**config.mk**
```make
export PLATFORM = sky130hd
export DESIGN_NAME = pe_sequencer
export DESIGN_NICKNAME = d
export VERILOG_FILES = /design/src/rtl/pe_sequencer.sv
export SDC_FILE = /design/constraint.sdc
export NUM_CORES = 1
export LEC_CHECK = 0
export ABC_AREA = 1
export BUFFER_PORTS_ARGS = -buffer_cell sky130_fd_sc_hd__buf_2
export CORE_MARGIN = 1.5
export CORE_UTILIZATION = 52
export DETAILED_ROUTE_END_ITERATION = 8
export GPL_ROUTABILITY_DRIVEN = 0
export GPL_TIMING_DRIVEN = 0
export PLACE_DENSITY_LB_ADDON = 0.3
export SYNTH_ARGS = -nofsm -noshare
export SYNTH_HDL_FRONTEND = slang
export SYNTH_SLANG_ARGS = --single-unit
```
**constraint.sdc**
```tcl
create_clock -name clk -period 2.4 [get_ports clk]
set_clock_uncertainty 0.05 [all_clocks]
set_input_delay 0.36 -clock clk [delete_from_list [all_inputs] [get_ports clk]]
set_output_delay 0.36 -clock clk [all_outputs]
set_load 0.1 [all_outputs]
```
**src/rtl/pe_sequencer.sv**
```systemverilog
// Command/data sequencer that produces registered mode, operand and activate drive for a PE.
// Define PE_SEQUENCER_STAT_EN to add the stall_cnt starvation counter output.
module pe_sequencer #(
    parameter int unsigned DATA_W = 8,
    parameter int unsigned LEN_W  = 8
) (
    input  logic              clk,
    input  logic              rst,
    input  logic              cmd_valid,
    output logic              cmd_ready,
    input  logic [1:0]        cmd_op,
    input  logic [LEN_W-1:0]  cmd_len,
    input  logic              din_valid,
    output logic              din_ready,
    input  logic [DATA_W-1:0] din_data,
    input  logic [DATA_W-1:0] din_aux,
    output logic [DATA_W-1:0] pe_in,
    output logic [DATA_W-1:0] pe_filter,
    output logic [1:0]        pe_mode,
    output logic              pe_activate,
    output logic              busy,
`ifdef PE_SEQUENCER_STAT_EN
    output logic [15:0]       stall_cnt,
`endif
    output logic              done
);

    localparam logic [1:0] ModeSingle = 2'd0;
    localparam logic [1:0] ModeSa     = 2'd1;
    localparam logic [1:0] ModeSave   = 2'd2;
    localparam logic [1:0] ModeInit   = 2'd3;
    localparam logic [LEN_W:0] CntOne = {{LEN_W{1'b0}}, 1'b1};

    typedef enum logic [2:0] {StIdle, StLoad, StRun, StSingle, StDone} state_e;

    state_e           state_q, state_d;
    logic [LEN_W-1:0] len_q, len_d;
    logic [LEN_W:0]   cnt_q, cnt_d;
    logic             active, beat, cmd_fire;
    logic [1:0]       mode_d;
    logic             act_d;

    assign active = (state_q == StLoad) || (state_q == StRun) || (state_q == StSingle);

    // Handshakes are suppressed during reset so nothing is consumed in that cycle.
    assign cmd_ready = (state_q == StIdle) && !rst;
    assign din_ready = active && (cnt_q < {1'b0, len_q}) && !rst;
    assign beat      = din_valid && din_ready;
    assign cmd_fire  = cmd_valid && cmd_ready;
    assign busy      = (state_q != StIdle);
    assign done      = (state_q == StDone);

    always_comb begin
        state_d = state_q;
        cnt_d   = cnt_q;
        len_d   = len_q;
        unique case (state_q)
            StIdle: begin
                if (cmd_fire) begin
                    cnt_d = '0;
                    len_d = cmd_len;
                    if (cmd_op == 2'd3 || cmd_len == '0) begin
                        state_d = StDone;
                    end else if (cmd_op == 2'd0) begin
                        state_d = StLoad;
                    end else if (cmd_op == 2'd1) begin
                        state_d = StRun;
                    end else begin
                        state_d = StSingle;
                    end
                end
            end
            StLoad, StRun, StSingle: begin
                if (beat) begin
                    cnt_d = cnt_q + CntOne;
                    if (cnt_d == {1'b0, len_q}) begin
                        state_d = StDone;
                    end
                end
            end
            StDone:  state_d = StIdle;
            default: state_d = StIdle;
        endcase
    end

    always_comb begin
        mode_d = ModeInit;
        act_d  = 1'b0;
        if (beat) begin
            unique case (state_q)
                StLoad:   mode_d = ModeSave;
                StRun: begin
                    mode_d = ModeSa;
                    act_d  = 1'b1;
                end
                StSingle: mode_d = ModeSingle;
                default:  mode_d = ModeInit;
            endcase
        end
    end

    always_ff @(posedge clk) begin
        if (rst) begin
            state_q     <= StIdle;
            cnt_q       <= '0;
            len_q       <= '0;
            pe_in       <= '0;
            pe_filter   <= '0;
            pe_mode     <= ModeInit;
            pe_activate <= 1'b0;
        end else begin
            state_q     <= state_d;
            cnt_q       <= cnt_d;
            len_q       <= len_d;
            pe_mode     <= mode_d;
            pe_activate <= act_d;
            // Operands hold their last value whenever no beat is accepted.
            if (beat) begin
                pe_in     <= din_data;
                pe_filter <= din_aux;
            end
        end
    end

`ifdef PE_SEQUENCER_STAT_EN
    logic [15:0] stall_q;

    always_ff @(posedge clk) begin
        if (rst || cmd_fire) begin
            stall_q <= '0;
        end else if (din_ready && !din_valid && stall_q != 16'hFFFF) begin
            stall_q <= stall_q + 16'd1;
        end
    end

    assign stall_cnt = stall_q;
`endif

endmodule

```
==> After elaboration in Yosys (flattened, before gate mapping) <==
Index checks and enable logic that the tools add are counted.
{ "word_totals": {"reg_bits": 39, "input_bits": 30, "out_inout_bits": 23} }
{ "op_classes": {"addsub": 1, "n_lt_le_gt_ge": 1, "eq_ne": 10, "mux": 12, "bitwise_logic": 1, "n_reduce_logical": 19} }
{ "ops": {"columns": ["cell", "n"], "rows": [
  ["9-bit two-way mux", 2],
  ["9-bit one-hot mux with 2 select lines", 1],
  ["3-bit two-way mux", 4],
  ["9-bit by 1-bit adder with 9-bit output, second input constant", 1],
  ["9-bit by 8-bit equality test with 1-bit output", 1],
  ["9-bit by 8-bit less-than comparator with 1-bit output", 1],
  ["8-bit logical NOT", 1],
  ["3-bit by 2-bit equality test with 1-bit output, second input constant", 2],
  ["2-bit inequality test, second input constant", 3],
  ["2-bit one-hot mux with 3 select lines", 1],
  ["3-bit one-hot mux with 2 select lines", 1],
  ["3-bit AND reduction", 2],
  ["1-bit logical AND", 5],
  ["3-bit by 1-bit equality test with 1-bit output, second input constant", 1],
  ["3-bit equality test, second input constant", 1],
  ["3-bit logical NOT", 1],
  ["1-bit logical OR", 3],
  ["3-bit nonzero test", 1],
  ["3-bit OR reduction", 1],
  ["2-bit by 1-bit equality test with 1-bit output, second input constant", 1],
  ["2-bit equality test, second input constant", 1],
  ["2-bit logical NOT", 1],
  ["1-bit two-way mux", 2],
  ["2-bit two-way mux", 1],
  ["other kinds (5)", 5]
]} }

==> Depth between registers and ports, before layout <==
Gate-level depths: netlist (run 1).
{ "depth": {"depth_word": 8, "mapped_depth": 15, "depth_no_buf": 15} }

==> Worst setup path before layout (run 1) <==
OpenSTA, ideal clock, no wires.
{ "synth_timing": {"path_kind": "register to register", "startpoint": "register state_q[0]", "endpoint": "register len_q[2]", "setup_time_ns": 0.121, "arrival_ns": 3.430, "required_ns": 2.229, "slack_ns": -1.201, "path_stages_with_launch": 8, "n_path_buf": 1, "synth_period_minus_slack_ns": 3.601, "cell_sequence": "dfxtp_1 -> nor2_1 -> nand2_1 -> nor2_1 -> nand2_1 -> buf_2 -> nand3_1 -> o21ai_0"} }
{ "synth_via": {"elab_chain_cells": 4} }
{ "synth_rtl": {"columns": ["item", "line_no", "source"], "rows": [
  ["from (decl)", "36", "state_e state_q, state_d;"],
  ["from (signal assigned)", "104", "state_q <= StIdle;"],
  ["from (signal assigned)", "112", "state_q <= state_d;"],
  ["3-bit logical NOT", "46", "assign cmd_ready = (state_q == StIdle) && !rst;"],
  ["1-bit logical AND", "46", null],
  ["net cmd_ready", "10", "output logic cmd_ready,"],
  ["1-bit logical AND", "49", "assign cmd_fire = cmd_valid && cmd_ready;"],
  ["2-bit AND reduction (no source line)", null, null],
  ["to (signal assigned)", "114", "len_q <= len_d;"],
  ["to (decl)", "37", "logic [LEN_W-1:0] len_q, len_d;"]
]} }
The timed path passes the listed nets, and every way through them passes these cells.
A chain may end at the register's enable or synchronous reset.

==> Worst setup path after layout (run 1) <==
{ "layout_timing": {"startpoint": "register len_q[4]", "endpoint": "output din_ready"} }
{ "layout_via": {"elab_chain_cells": 3} }
{ "layout_rtl": {"columns": ["item", "line_no", "source"], "rows": [
  ["9-bit by 8-bit less-than comparator with 1-bit output", "47", "assign din_ready = active && (cnt_q < {1'b0, len_q}) && !rst;"],
  ["1-bit logical AND (2 in a row)", "47", null],
  ["to (decl)", "14", "output logic din_ready,"]
]} }
Every way passes these cells.

==> results of run 1 <==
-- stage by stage --
step           hold slack, ps  cells
3_3_place_gp            380.2    391
6_report                251.3    399
2_1_floorplan           357.0    292
5_1_grt                 257.9    399
4_1_cts                 253.2    399
3_5_place_dp            382.0    391
-- power breakdown --
part	total, mW	internal [mW]	switching, mW	leakage, nW
clock network	0.548	0.309	0.239	0.0581
logic	1.18	0.271	0.907	0.746
registers	0.767	0.722	0.0450	0.318
total	2.49	1.30	1.19	1.12
-- routing by layer --
layer  share of wire, %  wire [um]  up-vias
met5                  0          0        -
met4                1.6         74        0
met3                5.5        248        9
met2                 47       2107       65
met1                 46       2067      888
li1                   -          -     1058
-- cell families (layout without fill, tap and decap cells) --
group           count (synthesis)  after routing  share of synthesized area, %
compound gates                 48             48                         12.34
flops                          39             39                         39.10
fa+ha+maj                       9              9                         5.639
simple gates                  156            156                         34.84
buf+inv                        40             99                         8.082
-- timing repair --
action | 4_1_cts | 5_1_grt
endpoints found under the setup margin | 1 | 1
resized for setup | 1 | 4
hold buffers | 0 | 0
-- layout by cell type, fill, tap and decap left out, types with 2 or more instances in the layout --
cell type and count:
a21oi_1 37, buf_2 53, buf_4 2, clkbuf_1 4
clkbuf_8 5, dfxtp_1 36, dfxtp_2 3, ha_1 9
inv_1 29, inv_2 2, nand2_1 86, nand2_2 5
nand3_1 26, nand3_2 3, nand4_1 4, nor2_1 22
nor2_2 3, nor2_4 2, o21ai_0 9
-- final cells by class --
class / instances / share of cell area, %
Clock inverter: 3 / 1.791
Inverter: 31 / 4.759
Buffer: 9 / 1.842
Multi-Input combinational cell: 213 / 43.55
Clock buffer: 5 / 2.815
Sequential cell: 39 / 32.09
Timing Repair Buffer: 51 / 10.70
Tap cell: 48 / 2.457
-- worst paths after layout --
| path | from | endpoint | slack (ps) | cells after the start |
|---|---|---|---|---|
| setup / recovery | len_q[4] | din_ready | 150 | 9 |
| hold / removal | din_data[5] | pe_in[5] | 250 | 3 |
| setup reg to reg | len_q[4] | pe_filter[2] | 360 | 13 |
| hold reg to reg | state_q[0] | pe_mode[0] | 400 | 1 |
-- worst reg2reg max path, cell delays in order, from the launching register on --
cell,delay [ps]
dfxtp_1,350
inv_1,80
ha_1,310
nand2_1,50
nor2_1,90
nand2_1,50
nand2_1,50
nand2_1,50
nand2_1,60
nand2_1,80
nand3_2,130
clkbuf_1,350
nand2_1,110
a21oi_1,150
-- state kept, by name (all words and copies together), names as in the netlist --
name and flops:
pe_in 8, pe_activate 1, pe_mode 2, pe_filter 8, len_q 8, state_q 3, cnt_q 9
==> reports/results.ini, run 1 <==
[sta]
setup_tns_ps = 0
finalSetupViolations = 0
grt_setup_unrepaired = no
timing.final.crit_share_pct = 93.96
fin_ws_ps = 145.0
period_minus_slack_ps = 2255
fmax_ghz = 0.4435
slew_headroom_pct = 65.97
drv_slew = 0
hold_viol_final = 0
tightestPinTransition_ps = 510.4

[worst_setup_path]
cp-start-kind = register
required_ps = 1990
cp_common_cell = nand2_1
arrival_ps = 1840
critPathCaptureType = output pin
path_cells = inv_1, ha_1, a21oi_1, nand2_1, nand2_1, nand2_1, nand2_1, and2_1, buf_6
crit_family = simple AND/OR/NAND/NOR gates
critPathMaxFanout = 3
slowest_stage = dfxtp_1
cpPeakStageDelay_ps = 350
crit_type = reg2out
path_buf_inv = 2

[floorplanning]
core_sq_um = 3661
die_h_um = 64.97
boundaryPins = 53
die_area_sq_um = 4221
rows = 22
initial_utilization_pct = 54.55
dieWidth_um = 64.97

[clock_tree]
clock_path_buffers = 2
cts.clk_slew.worst_paths_ps = 80
cts_setup_buffers = 0
clock_latency_ps = 290
clock_sinks = 39
cts_made_buffers = 5
h-tree-depth = 2
cts_root_buffer = clkbuf_8
cts_tree = done

[synthesis]
syn_nets = 331
netlist.area_leader.share_pct = 39.10
synth_area_sq_um = 1997
synth-main-ff-cell = dfxtp_1
ys_ff_latch = 39
synth_common_cells = nand2_1, dfxtp_1, a21oi_1
synthTopCellsByArea = dfxtp_1, nand2_1, a21oi_1
yosysMostFrequentCell = nand2_1
synth-edff-count = 0
yosys.area.top_type = dfxtp_1
async_reset_ff_share_pct = 0
synth-seq-area-share_pct = 39.10
syn_area_per_cell_sq_um = 6.839
yosys.cell_types.count = 24
yosys_warnings = 0
synthCells = 292

[finish]
nFillCells = 341
register_area_sq_um = 784.5
multi_input_area_sq_um = 1065
drive_above_1_share_pct = 24.22
nets = 389
antenna_cells = 0
area_growth_pct = 22.43
finalInstanceArea_sq_um = 2445
utilization_pct = 66.78

[power]
p_per_area_nw_per_um2 = 1020
p_leak_nw = 1.122
power_mw = 2.493
ir_drop_mv = 1.280

[hold_path]
hp-class = in2reg

[flow_run]
maxCapViolCount = 0

[placement]
place_ws_ps = 270.3
io_buffers = 51
hpwl_mm = 3.459
placed_area_sq_um = 2322

[grt]
grt_start_max_net_pins = 14
use_met1_pct = 28.79
grt_pass1_wl_mm = 7.562
grt_pass1_vias = 1822
grt.overflow.total = 0
busiest_layer = met2
antenna_found_initial = 0
grt_use_met2_pct = 38.66
grt_use_met3_pct = 3.819
grt_usage_pct = 23.04

[detailed_routing]
ant_nets = 0
wl_per_cell_um = 11.27
route.detailed.drc = 0
drtPass1Iterations = 4
wl_mm = 4.497
num_vias = 2020
vias_per_cell = 5.063
drt_iter0_drc = 129

[outcome]
status = completed

Note: power is estimated with default switching activity, not from simulation.
==> run 2: changes to the inputs <==
--- a/config.mk
+++ b/config.mk
@@ -7,8 +7,9 @@
 export LEC_CHECK = 0
 export ABC_AREA = 1
 export BUFFER_PORTS_ARGS = -buffer_cell sky130_fd_sc_hd__buf_2
+export CORE_ASPECT_RATIO = 1.2
 export CORE_MARGIN = 1.5
-export CORE_UTILIZATION = 52
+export CORE_UTILIZATION = 56
 export DETAILED_ROUTE_END_ITERATION = 8
 export GPL_ROUTABILITY_DRIVEN = 0
 export GPL_TIMING_DRIVEN = 0
==> constraint.sdc (replaced) <==
create_clock -name clk -period 2.7 [get_ports clk]
set_clock_uncertainty 0.05 [all_clocks]
set_input_delay 0.405 -clock clk [delete_from_list [all_inputs] [get_ports clk]]
set_output_delay 0.405 -clock clk [all_outputs]
set_load 0.1 [all_outputs]
==> run 2 against run 1 <==
  * Register-to-register slack improved by 270 ps
  * Combinational power fell by 12%
  * Critical path type unchanged
  * Global-route usage rose by 1.4 points
  * Core utilization rose by 4.2 points
  * Setup slack improved by 26 ps
  * Final area fell by 2.3%
  * Power fell by 15%
  * Worst hold slack improved by 51 ps
  * Critical path depth fell by 1
  * Clock power fell by 30%
  * Flip-flop and latch count did not move
  * Largest cell class unchanged
  * Cell count fell by 2.8%
==> reports/results.ini, run 2 (synthesis gave the netlist of run 1 again) <==
[power]
ir_drop_mv = 0.8669
p_seq_share_pct = 32.4
p_leak_nw = 1.109
comb_power_share_pct = 49.4
p_clk_share_pct = 18.2
power_mw = 2.107
p_int_mw = 1.050
sw_frac_of_total_pct = 50.17
p_per_area_nw_per_um2 = 881.6
switching_power_mw = 1.057

[detailed_routing]
drtPass1Iterations = 4
wl_per_cell_um = 11.48
vias_per_cell = 5.222
wl_mm = 4.455
ant_nets = 0
num_vias = 2026
drt_iter0_drc = 103
route.detailed.drc = 0

[grt]
grt_pass1_wl_mm = 7.424
grt.overflow.total = 0
grt_usage_pct = 24.47
antenna_found_initial = 0
grt_start_max_net_pins = 13
grt_pass1_vias = 1820

[placement]
io_buffers = 51
placed_area_sq_um = 2306
hpwl_mm = 3.379

[sta]
drv_slew = 0
finalSetupViolations = 0
grt_setup_unrepaired = no
fmax_ghz = 0.3953
timing.final.crit_share_pct = 93.68
slew_headroom_pct = 66.91
hold_viol_final = 0
period_minus_slack_ps = 2529
setup_tns_ps = 0
tightestPinTransition_ps = 496.3

[finish]
layout_common_cells = nand2_1, buf_2, dfxtp_1
register_area_sq_um = 780.7
antenna_cells = 0
nets = 389
drive_above_1_share_pct = 23.08
final_common_cell = nand2_1
largest_reg_flops = 9
multi_input_area_sq_um = 1062
finalInstanceArea_sq_um = 2390
regMostFlops = cnt_q
area_growth_pct = 19.67
nFillCells = 292

[clock_tree]
clock_sinks = 39
cts_hold_buffers = 0
cts_setup_buffers = 0
clock_latency_ps = 290
cts.clk_slew.worst_paths_ps = 80
cts_root_buffer = clkbuf_8
cts_tree = done
cts_made_buffers = 5
clock_path_buffers = 2
h-tree-depth = 2
ctsResizeCount = 0

[hold_path]
hp-start = din_aux[4]
min_to = pe_filter[4]
hp-class = in2reg
min_path_cells = 3

[floorplanning]
boundaryPins = 53
die_area_sq_um = 3935
dieWidth_um = 57.51
initial_utilization_pct = 59.31
die_h_um = 68.42
rows = 23
core_sq_um = 3367

[worst_setup_path]
cp-start-kind = register
critPathCaptureType = output pin
critPathMaxFanout = 7
arrival_ps = 2070
reg2regPathDepth = 11
ff2ff_setup_slack_ps = 630
crit_type = reg2out
r2r_start = cnt_q[4]
required_ps = 2250
reg2reg_to = state_q[1]

[flow_run]
maxCapViolCount = 0

[outcome]
status = completed

-- run 2: cell types whose count changed in the layout (fill, tap and decap cells not counted), sizes merged --
cell | previous run | this run
bufinv | 1 | 0
clkinv | 2 | 3
-- run 2: worst max-delay path: stages, from the launching register on --
cell	delay (ps)
dfxtp_1	490
ha_1	310
a21oi_1	170
nand2_1	90
nand2_1	60
nand2_1	50
nand2_1	80
and2_1	120
buf_2	420
-- run 2: worst max-delay path by stage --
stage / endpoint / slack [ps] / startpoint / cells after the start
5_1_grt: din_ready / 60 / cnt_q[2] / 10
3_5_place_dp: din_ready / 490 / cnt_q[2] / 10
2_1_floorplan: len_q[2] / 3 / state_q[0] / 7
6_report: din_ready / 170 / cnt_q[4] / 8
4_1_cts: din_ready / 160 / cnt_q[2] / 10
3_3_place_gp: din_ready / 520 / cnt_q[4] / 8
-- run 2: area by class of cell --
| cell class | count | area share [%] |
|---|---|---|
| Inverter | 31 | 4.869 |
| Multi-Input combinational cell | 213 | 44.45 |
| Tap cell | 37 | 1.937 |
| Buffer | 9 | 1.885 |
| Sequential cell | 39 | 32.67 |
| Clock inverter | 3 | 0.6283 |
| Clock buffer | 5 | 2.880 |
| Timing Repair Buffer | 51 | 10.68 |
-- run 2: metrics by stage --
step           hold WS (ps)  setup WS [ps]  instances  util (%)
6_report              302.6          170.5        388     70.98
5_1_grt               293.4          57.78        388     70.98
4_1_cts               296.4          162.9        388     70.98
3_5_place_dp          398.8          491.9        380     68.49
3_3_place_gp          394.5          524.3        380     68.49
2_1_floorplan         357.0          3.064        292         -
-- run 2: power by group through the flow --
stage	logic (mW)	clock network, mW	registers [mW]
after CTS	1.04	0.392	0.680
after detailed placement	1.03	0	0.693
after floorplan	0.709	0	0.831
after global routing	1.12	0.414	0.691
after global placement	1.02	0	0.692
final	1.04	0.384	0.683
-- run 2: per-layer routing --
layer	up-vias	GRT usage, %	wire length (um)
li1	1064	-	-
met1	910	28.19	1935
met2	43	43.75	2224
met3	9	3.970	195
met4	0	12.21	99
met5	-	0	0
==> run 3: changes to the inputs <==
--- a/config.mk
+++ b/config.mk
@@ -7,13 +7,14 @@
 export LEC_CHECK = 0
 export ABC_AREA = 1
 export BUFFER_PORTS_ARGS = -buffer_cell sky130_fd_sc_hd__buf_2
-export CORE_ASPECT_RATIO = 1.2
+export CORE_ASPECT_RATIO = 1.5
 export CORE_MARGIN = 1.5
-export CORE_UTILIZATION = 56
+export CORE_UTILIZATION = 55
 export DETAILED_ROUTE_END_ITERATION = 8
 export GPL_ROUTABILITY_DRIVEN = 0
 export GPL_TIMING_DRIVEN = 0
 export PLACE_DENSITY_LB_ADDON = 0.3
+export SLEW_MARGIN = 20
 export SYNTH_ARGS = -nofsm -noshare
 export SYNTH_HDL_FRONTEND = slang
 export SYNTH_SLANG_ARGS = --single-unit
==> run 3 against run 2 <==
  * Routed wire length grew 2.3%
  * Core utilization shrank 0.51 points
  * Via count shrank 0.39%
  * Cell count grew 1.3%
  * Clock power grew 29%
  * Non-clock buffer count is the same
  * Fmax grew 2.4%
  * Sequential power is essentially flat
  * Setup slack gained 59 ps
  * Critical path type unchanged
  * Critical endpoint unchanged
  * Largest power group unchanged
==> reports/results.ini, run 3 (synthesis gave the netlist of run 1 again) <==
[detailed_routing]
route.detailed.drc = 0
wl_mm = 4.559
ant_nets = 0
num_vias = 2018
vias_per_cell = 5.135
drtPass1Iterations = 4
wl_per_cell_um = 11.60
drt_iter0_drc = 62

[clock_tree]
clock_path_buffers = 2
cts_setup_buffers = 0
cts_made_buffers = 5
ctsResizeCount = 0
cts.clk_slew.worst_paths_ps = 70
clock_sinks = 39
cts_hold_buffers = 0
cts_tree = done
clock_latency_ps = 290
cts_root_buffer = clkbuf_8
h-tree-depth = 2

[grt]
grt_pass1_vias = 1907
grt_use_met2_pct = 43.80
grt_use_met3_pct = 5.253
busiest_layer = met2
use_met1_pct = 28.16
antenna_found_initial = 0
grt_usage_pct = 25.45
grt.overflow.total = 0
grt_pass1_wl_mm = 7.893
grt_start_max_net_pins = 13

[sta]
setup_tns_ps = 0
drv_slew = 0
hold_viol_final = 0
timing.final.crit_share_pct = 91.51
tightestPinTransition_ps = 492.5
finalSetupViolations = 0
grt_setup_unrepaired = no
fmax_ghz = 0.4047
period_minus_slack_ps = 2471
slew_headroom_pct = 67.39

[worst_setup_path]
cpPeakStageDelay_ps = 480
crit_family = simple AND/OR/NAND/NOR gates
slowest_stage = dfxtp_1
critPathMaxFanout = 8
cp_common_cell = nand2_1
required_ps = 2250
arrival_ps = 2020
ff2ff_setup_slack_ps = 630
crit_type = reg2out
critPathCaptureType = output pin
path_buf_inv = 1
path_cells = ha_1, nor2_1, nor2_1, nand2_1, nand2_1, nand2_1, nand2_1, nand2_1, and2_1, buf_2
cp-start-kind = register

[hold_path]
hp-class = in2reg

[power]
p_per_area_nw_per_um2 = 906.0
ir_drop_mv = 0.9079
power_mw = 2.201
p_leak_nw = 1.123

[floorplanning]
boundaryPins = 53
rows = 26
initial_utilization_pct = 57.91
die_area_sq_um = 4009
die_h_um = 76.80
dieWidth_um = 52.20
core_sq_um = 3448

[finish]
final_cells = 393
utilization_pct = 70.46
area_growth_pct = 21.68
drive_above_1_share_pct = 23.08
nets = 389
largest_reg_flops = 9
nFillCells = 310
antenna_cells = 0
register_area_sq_um = 780.7
regMostFlops = cnt_q
multi_input_area_sq_um = 1062
layout_common_cells = nand2_1, buf_2, dfxtp_1
final_common_cell = nand2_1

[placement]
dp.cells = 385
io_buffers = 51
hpwl_mm = 3.577

[flow_run]
maxCapViolCount = 0

[outcome]
status = completed

==> run 3: cell count changes in the layout (fill, tap and decap cells not counted), sizes merged <==
cell    previous run  this run
clkinv             3         1
bufinv             0         1
clkbuf             9        10
==> run 3: final cells by class <==
class | count | share of cell area [%]
plain buffers | 9 | 1.854
repair buffers | 51 | 10.50
inverters | 31 | 4.789
clock buffers | 6 | 3.399
well taps | 42 | 2.163
flip-flops and latches | 39 | 32.13
multi-input cells | 213 | 43.72
clock inverters | 2 | 1.442
==> run 3: worst reg2reg max path, stage by stage (launching register included) <==
cell and delay [ps]:
dfxtp_1 460, inv_1 140, ha_1 200, inv_1 50
nand2_1 40, nand2_1 50, nand2_1 50, nand2_1 60
nand2_1 50, nand2_1 60, nand2_1 70, nand3_2 130
clkbuf_1 360, nand2_1 110, a21oi_1 150
==> run 3: worst paths after layout <==
kind	start	to	cells past startpoint
max	cnt_q[2]	din_ready	10
min	din_data[2]	pe_in[2]	3
max reg2reg	cnt_q[0]	pe_filter[1]	14
min reg2reg	state_q[0]	pe_mode[0]	1
==> run 3: stage by stage <==
stage	cell area [sq um]	hold WS, ps	setup WS (ps)
3_5_place_dp	2312	393.2	534.0
2_1_floorplan	2004	357.0	3.064
6_report	2430	301.8	229.3
4_1_cts	2430	300.0	211.8
5_1_grt	2430	305.0	61.36
3_3_place_gp	2312	378.4	552.7
==> run 3: metal layers <==
layer,routed length (um),vias to the layer above
met5,0,-
met4,159,0
met3,180,14
met2,2415,46
met1,1804,898
li1,-,1060
==> run 3: power by group <==
part	switching, mW	internal, mW	total (mW)
clock	0.198	0.299	0.497
combinational	0.790	0.232	1.02
sequential	0.0413	0.642	0.683
total	1.03	1.17	2.20
